File: src/rtl/lsu_ctrl.sv
// lsu_ctrl: load/store unit between a pipeline request port and a word-wide
// synchronous data RAM. Sub-word stores are performed as read-modify-write.
// Loads select and extend the addressed byte or half-word.
// Optional build macro LSU_MISALIGN_TRAP_EN: when defined, misaligned half
// and word accesses fault instead of being silently aligned.
module lsu_ctrl #(
    parameter int unsigned RAM_AW = 9
) (
    input  logic        clk0,
    input  logic        rst,
    input  logic        req_valid,
    output logic        req_ready,
    input  logic        req_we,
    input  logic [2:0]  req_op,
    input  logic [31:0] req_addr,
    input  logic [31:0] req_wdata,
    output logic        rsp_valid,
    output logic [31:0] rsp_rdata,
    output logic        rsp_err,
    output logic        ram_wen_n,
    output logic [2:0]  ram_mem_op,
    output logic [31:0] ram_addr,
    output logic [31:0] ram_din,
    input  logic [31:0] ram_dout
);

    typedef enum logic [2:0] {
        IDLE,
        RD,
        DATA,
        WR,
        RSP
    } state_t;

    // Word-address mask; the shifted byte address is ANDed with this so the
    // RAM address is zero-extended beyond RAM_AW bits.
    localparam logic [31:0] WORD_MASK = 32'((64'd1 << RAM_AW) - 64'd1);

    state_t      state_q;
    logic        req_ready_q;
    logic        rsp_valid_q;
    logic [31:0] rsp_rdata_q;
    logic        rsp_err_q;
    logic        ram_wen_n_q;
    logic [31:0] ram_addr_q;
    logic [31:0] ram_din_q;
    logic        we_q;
    logic [2:0]  op_q;
    logic [1:0]  off_q;
    logic [15:0] wdata_q;

    logic [1:0]  size_d;
    logic        illegal_d;
    logic        misalign_d;
    logic        fault_d;
    logic [31:0] addr_d;
    logic [7:0]  byte_d;
    logic [15:0] half_d;
    logic [31:0] load_d;
    logic [31:0] merge_d;

    assign req_ready  = req_ready_q;
    assign rsp_valid  = rsp_valid_q;
    assign rsp_rdata  = rsp_rdata_q;
    assign rsp_err    = rsp_err_q;
    assign ram_wen_n  = ram_wen_n_q;
    assign ram_mem_op = 3'b010;
    assign ram_addr   = ram_addr_q;
    assign ram_din    = ram_din_q;

    // Request decode: legality, alignment and the effective byte address.
    always_comb begin
        size_d     = req_op[1:0];
        illegal_d  = (req_op == 3'b011) || (req_op == 3'b110) ||
                     (req_op == 3'b111) || (req_we && req_op[2]);
        misalign_d = ((size_d == 2'b01) && req_addr[0]) ||
                     ((size_d == 2'b10) && (req_addr[1:0] != 2'b00));
        addr_d     = req_addr;
`ifdef LSU_MISALIGN_TRAP_EN
        fault_d    = illegal_d || misalign_d;
`else
        fault_d    = illegal_d;
        if (misalign_d) begin
            if (size_d == 2'b01) begin
                addr_d[0] = 1'b0;
            end else begin
                addr_d[1:0] = '0;
            end
        end
`endif
    end

    // Lane extraction for loads and lane merge for sub-word stores.
    always_comb begin
        byte_d  = ram_dout[{off_q, 3'b000} +: 8];
        half_d  = ram_dout[{off_q[1], 4'b0000} +: 16];
        case (op_q)
            3'b000:  load_d = {{24{byte_d[7]}}, byte_d};
            3'b100:  load_d = {24'b0, byte_d};
            3'b001:  load_d = {{16{half_d[15]}}, half_d};
            3'b101:  load_d = {16'b0, half_d};
            default: load_d = ram_dout;
        endcase
        merge_d = ram_dout;
        if (op_q[1:0] == 2'b00) begin
            merge_d[{off_q, 3'b000} +: 8] = wdata_q[7:0];
        end else begin
            merge_d[{off_q[1], 4'b0000} +: 16] = wdata_q;
        end
    end

    // Access sequencer with registered handshake, RAM and response outputs.
    always_ff @(posedge clk0 or posedge rst) begin
        if (rst) begin
            state_q     <= IDLE;
            req_ready_q <= 1'b1;
            rsp_valid_q <= 1'b0;
            rsp_rdata_q <= '0;
            rsp_err_q   <= 1'b0;
            ram_wen_n_q <= 1'b1;
            ram_addr_q  <= '0;
            ram_din_q   <= '0;
            we_q        <= 1'b0;
            op_q        <= '0;
            off_q       <= '0;
            wdata_q     <= '0;
        end else begin
            rsp_valid_q <= 1'b0;
            ram_wen_n_q <= 1'b1;
            case (state_q)
                IDLE: begin
                    if (req_valid && req_ready_q) begin
                        req_ready_q <= 1'b0;
                        we_q        <= req_we;
                        op_q        <= req_op;
                        off_q       <= addr_d[1:0];
                        wdata_q     <= req_wdata[15:0];
                        if (fault_d) begin
                            state_q     <= RSP;
                            rsp_valid_q <= 1'b1;
                            rsp_rdata_q <= '0;
                            rsp_err_q   <= 1'b1;
                        end else begin
                            ram_addr_q <= {2'b00, addr_d[31:2]} & WORD_MASK;
                            if (req_we && (size_d == 2'b10)) begin
                                state_q     <= WR;
                                ram_wen_n_q <= 1'b0;
                                ram_din_q   <= req_wdata;
                            end else begin
                                state_q <= RD;
                            end
                        end
                    end
                end
                RD: begin
                    state_q <= DATA;
                end
                DATA: begin
                    if (we_q) begin
                        state_q     <= WR;
                        ram_wen_n_q <= 1'b0;
                        ram_din_q   <= merge_d;
                    end else begin
                        state_q     <= RSP;
                        rsp_valid_q <= 1'b1;
                        rsp_rdata_q <= load_d;
                        rsp_err_q   <= 1'b0;
                    end
                end
                WR: begin
                    state_q     <= RSP;
                    rsp_valid_q <= 1'b1;
                    rsp_rdata_q <= '0;
                    rsp_err_q   <= 1'b0;
                end
                RSP: begin
                    state_q     <= IDLE;
                    req_ready_q <= 1'b1;
                end
                default: begin
                    state_q     <= IDLE;
                    req_ready_q <= 1'b1;
                end
            endcase
        end
    end

endmodule

File: config.mk
export PLATFORM = sky130hd
export DESIGN_NAME = lsu_ctrl
export DESIGN_NICKNAME = d
export VERILOG_FILES = /design/src/rtl/lsu_ctrl.sv
export SDC_FILE = /design/constraint.sdc
export NUM_CORES = 1
export LEC_CHECK = 0
export CORE_MARGIN = 4
export CORE_UTILIZATION = 49
export CTS_BUF_LIST = sky130_fd_sc_hd__clkbuf_2
export DETAILED_ROUTE_END_ITERATION = 8
export PLACE_DENSITY = 0.84
export SLEW_MARGIN = 20
export SYNTH_ARGS = -nofsm -noshare
export SYNTH_HDL_FRONTEND = slang
export SYNTH_SLANG_ARGS = --single-unit
File: constraint.sdc
create_clock -name clk0 -period 5 [get_ports clk0]
set_clock_uncertainty 0.15 [all_clocks]
set_input_delay 1 -clock clk0 [delete_from_list [all_inputs] [get_ports clk0]]
set_output_delay 1 -clock clk0 [all_outputs]
set_load 0.02 [all_outputs]
* After elaboration in Yosys (flattened, before gate mapping)
Index checks and enable logic that the tools add are counted.
** Word-level totals
- Flip-flop bits (word level) :: 102
- Output and inout port bits :: 103
** Cells by class
- $add $sub $neg :: 2
- Eq/ne operators :: 17
- Shifts and indexed selects :: 6
- Multiplexer cells :: 34
- Bitwise gates (word level) :: 2
- Reduce and logical (&&, ||, !) cells :: 21
** Operator list (count)
- 32-bit two-way mux :: 8
- 32-bit one-hot mux with 4 select lines :: 1
- 32-bit one-hot mux with 3 select lines :: 1
- 32-bit bitwise mux :: 2
- 32-bit one-hot mux with 2 select lines :: 1
- 16-bit by 7-bit variable shift with 32-bit output (first input constant) :: 1
- 8-bit by 7-bit variable shift with 32-bit output (first input constant) :: 1
- 16-bit by 7-bit variable part select with 32-bit output :: 1
- 32-bit by 6-bit variable part select with 16-bit output :: 1
- 32-bit by 6-bit variable part select with 8-bit output :: 1
- 8-bit by 7-bit variable part select with 32-bit output :: 1
- 5-bit negation with 7-bit output :: 2
- 3-bit == test (second input constant) :: 4
- 2-bit != test (second input constant) :: 6
- 3-bit one-hot mux with 4 select lines :: 1
- 1-bit two-way mux :: 11
- 3-bit by 2-bit == test with 1-bit output (second input constant) :: 3
- 3-bit two-way mux :: 3
- 3-bit by 1-bit == test with 1-bit output (second input constant) :: 2
- 3-bit zero test :: 2
- 1-bit one-hot mux with 3 select lines :: 2
- 1-bit logical AND :: 5
- 5-bit AND reduction :: 1
- 1-bit logical OR :: 4
- other kinds (12) :: 17

* Logic depth before layout (Yosys ltp)
- Word-level depth :: 7
- Depth in mapped cells :: 9
- Gate-level depth less buffers :: 6

* Least setup slack after synthesis
OpenSTA, ideal clock, no wires.
- Path type :: input to register
- Start point :: in req_op[0]
- End point :: reg ram_din_q[0] (netlist: ram_din[0])
- Library setup time :: 125 ps
- Arrival time :: 2169 ps
- Data required time :: 4725 ps
- Path slack :: 2556 ps
- Cell stages on the path :: 6
- Buffers on the path :: 2
- Cells stage by stage :: nand2b_1 nor4_1 o21a_1 buf_2 buf_4 mux2_2
** Between the ends
- Cells in the longest elaborated chain, start to end :: 6
** RTL lines
- start: declaration :: RTL line 14 : input logic [2:0] req_op,
- 3-bit by 2-bit == test with 1-bit output or 3-bit == test (tied branches) :: RTL line 74 : illegal_d = (req_op == 3'b011) || (req_op == 3'b110) ||
- 1-bit logical OR (2 in a row) :: RTL line 74
- 1-bit logical OR :: RTL line 75 : (req_op == 3'b111) || (req_we && req_op[2]);
- 2-bit != test (no line)
- 5-bit AND reduction (no line) *
- end signal: assignment :: RTL line 148 : ram_din_q <= req_wdata;
- end signal: assignment :: RTL line 162 : ram_din_q <= merge_d;
- end: declaration :: RTL line 46 : logic [31:0] ram_din_q;
Every way passes the cells marked *; elsewhere a longest branch is shown, timed or not.
A chain may end at the register's enable or synchronous reset.

* Worst setup path after layout
- Start point :: reg req_ready_q (netlist: req_ready)
- End point :: out req_ready
** RTL lines
- start: declaration :: RTL line 40 : logic req_ready_q;
- start signal: assignment :: RTL line 116 : req_ready_q <= 1'b1;
- start signal: assignment :: RTL line 133 : req_ready_q <= 1'b0;
- start signal: assignment :: RTL line 178 : req_ready_q <= 1'b1;
- end: declaration :: RTL line 12 : output logic req_ready,
No word-level cell between the ends.

==> flow_summary.json <==
{
  "cts.root.buffer_cell": "clkbuf_2",
  "final_max_slew_viol_count": 0,
  "pre_cts_ws_ns": 1.41,
  "crit_arrival_ns": 1.85,
  "synthDistinctLibCells": 59,
  "worst_pin_slew_ns": 0.990,
  "ys_seq_elements": 102,
  "io_buffers": 158,
  "switching_power_w": 0.00234,
  "rsz0062_at_grt": "false",
  "track_usage": 0.259,
  "hold_class": "register to register",
  "place_congestion": 0.889,
  "numCtsBuffers": 9,
  "slew_headroom": 0.340,
  "post-dp-hpwl_um": 14200,
  "p_sw_frac": 0.463,
  "drtPass1Iterations": 5,
  "r2r_slack_ns": 2.05,
  "crit_buf_inv": 1,
  "cp_slowest_stage_delay_ns": 0.64,
  "postRouteAntennaNets": 0,
  "crit_fanout": 5,
  "r2r_end": "ram_din[23]",
  "syn_inst": 666,
  "hold_end": "ram_din[25]",
  "end_kind": "output port",
  "cts_tree": "yes",
  "die_h_um": 123,
  "vias_per_cell": 5.94,
  "rr_worst_depth": 7,
  "fin_nets": 900,
  "p_per_area_nw_per_um2": 621,
  "die_w_um": 123,
  "path_cells": "clkdlybuf4s50_1",
  "clock_latency_ns": 0.60,
  "synth_area_um2": 6530,
  "fill_cells": 1055,
  "peakVddDrop_mv": 0.304,
  "post-route-drc-count": 0,
  "syn_to_final_growth_pct": 24.4,
  "cts.clk_slew.worst_paths_ns": 0.31,
  "cts_hold_buf": 0,
  "status": "finished, final reports clean",
  "yosys.area.top_type": "dfrtp_1",
  "yosys.area.top_type_share": 0.384,
  "crit_family": "flip-flops",
  "clockBufferDepth": 2,
  "synth-main-ff-cell": "dfrtp_1",
  "htree_num_levels": 3,
  "yosysWarningCount": 0,
  "fmax_mhz": 333,
  "core_um2": 12800,
  "grt_max_degree": 79,
  "fin_crit_sh": 0.600,
  "syn_area_per_cell_um2": 9.80,
  "yosys-top-cells-area": "dfrtp_1 38%, mux2i_1 9.1%, mux2_2 6.7%",
  "cap_violations": 0,
  "timing.rr.start": "off_q[1]",
  "path_class": "register to output port",
  "synth_edf_count": 0,
  "worstSetupStartpointType": "register",
  "num_rows": 41,
  "clkPwrFrac": 0.076,
  "vias": 5755,
  "p_int_w": 0.00271,
  "grt_pass1_wl_um": 30300,
  "finalHoldViolations": 0,
  "tns_ns": 0,
  "ys_seq_area_frac": 0.392,
  "whs_path_depth": 2,
  "diodes": 0,
  "worstPathRequired_ns": 3.85,
  "fin_ws_ns": 2.00,
  "setup_viol": 0,
  "leakagePower_nw": 3.35,
  "drive_gt1_frac": 0.100,
  "boundaryPins": 206,
  "hold_path_startpoint": "ram_din[25]",
  "wirelength_um": 19800,
  "crit_path_top_delay_cell": "dfstp_2",
  "start_util": 0.509,
  "post_cts_buffers": 0,
  "min_period_ns": 3.00,
  "ctsResizeCount": 0,
  "die-area_um2": 15200,
  "ys_async_sr_fraction": 1.00,
  "drtIter0Drc": 648,
  "antenna_found_initial": 0,
  "overflow": 0,
  "wl_per_cell_um": 20.4,
  "clock-sinks": 102,
  "seqPwrFrac": 0.310,
  "p_comb_frac": 0.613,
  "first_global_vias": 5612
}
-- worst max-delay path by stage --
stage | to | slack (ns) | depth (start not counted) | from
2_1_floorplan | off_q[0] | 1.18 | 1 | rst
3_3_place_gp | rsp_rdata[27] | 1.48 | 6 | req_op[1]
3_5_place_dp | rsp_rdata[10] | 1.41 | 6 | req_op[1]
4_1_cts | ram_din[30] | 1.96 | 7 | off_q[0]
5_1_grt | ram_din[22] | 1.90 | 7 | off_q[1]
6_report | req_ready | 2.00 | 1 | req_ready
-- cell families after synthesis --
family                   after synthesis  synth area share
adder cells (fa/ha/maj)                5           0.00959
AO/OA/AOI/OAI                        182             0.200
AND/OR/NAND/NOR                      155             0.134
flip-flops                           102             0.392
other                                  2           0.00115
buffers and inverters                119            0.0993
multiplexers                         101             0.164
-- registers in the layout, indices dropped and copies added, names as in the netlist --
name,cells
ram_din,32
rsp_rdata,32
wdata_q,16
ram_addr,9
op_q,3
state_q,3
off_q,2
ram_wen_n,1
req_ready,1
rsp_err,1
rsp_valid,1
we_q,1
-- power groups by stage --
stage	registers [W]	clock network, W	logic, W
finish	0.00157	0.000384	0.00309
global route	0.00161	0.000422	0.00333
CTS	0.00156	0.000394	0.00308
detailed placement	0.00157	0	0.00307
global placement	0.00155	0	0.00298
floorplan	0.00183	0	0.00177
-- stage by stage --
step | utilization | std cells | area (um^2) | hold WS, ns | power [W]
2_1_floorplan | - | 690 | 6620 | 0.329 | 0.00360
3_3_place_gp | 0.624 | 953 | 8000 | 0.329 | 0.00454
3_5_place_dp | 0.624 | 953 | 8000 | 0.331 | 0.00464
4_1_cts | 0.632 | 969 | 8110 | 0.392 | 0.00503
5_1_grt | 0.633 | 969 | 8120 | 0.406 | 0.00536
6_report | 0.633 | 969 | 8120 | 0.390 | 0.00504
-- synthesized netlist by cell type (all sizes together) (3+ instances only) --
master	n
o221ai	3
nor2	22
and3	7
nand2b	28
nand2	25
and2b	11
nand3	15
mux2	42
mux2i	59
a32o	5
nor2b	14
nand3b	6
buf	60
a221o	8
ha	5
o21ai	15
o21a	5
o2bb2ai	9
a22o	27
dfrtp	100
a21oi	47
o22ai	26
nor3	11
o211ai	5
a211o	21
nor3b	3
inv	41
clkbuf	18
or2	3
-- cell type report --
cell class	instances	area, um^2	area share
clock buffers	10	50.0	0.00617
clock inverters	6	52.6	0.00648
inverters	41	156	0.0193
multi-input cells	469	3420	0.422
flip-flops and latches	102	2560	0.315
well taps	172	215	0.0265
repair buffers	169	1660	0.205
-- metal layers --
metal | track usage | vias up | share of wire
li1 | - | 2616 | -
met1 | 0.358 | 2811 | 0.41
met2 | 0.412 | 289 | 0.47
met3 | 0.0453 | 39 | 0.088
met4 | 0.0913 | 0 | 0.023
met5 | 0 | - | 0
-- cell usage in the layout, fill, tap and decap left out, drive strengths merged, types with 2 or more instances in the layout --
cell type      Yosys  final
and2b             11     11
o21a               5      5
a21oi             47     47
or3b               2      2
mux2i             59     59
clkdlybuf4s50      0    158
conb               2     26
nand3             15     15
or2                3      3
dfstp              2      2
a31oi              2      2
o211ai             5      5
inv               41     45
buf               60     11
and3               7      7
nand2             25     25
nor2              22     22
nand2b            28     28
nor4               2      2
nor3              11     11
clkbuf            18     10
nand3b             6      6
o21ai             15     15
a32o               5      5
ha                 5      5
dfrtp            100    100
o221ai             3      3
o22ai             26     26
o2bb2ai            9      9
a221o              8      8
clkinvlp           0      2
nor2b             14     14
a211o             21     21
nor3b              3      3
mux2              42     42
a2111oi            2      2
a22o              27     27
-- worst min-delay path, delay by kind of cell (launching register included) --
kind                   cells  cell delay, ns
flip-flops                 1            0.45
buffers and inverters      1            0.05
multiplexers               1            0.06
Power figures use the tool's default switching activity.
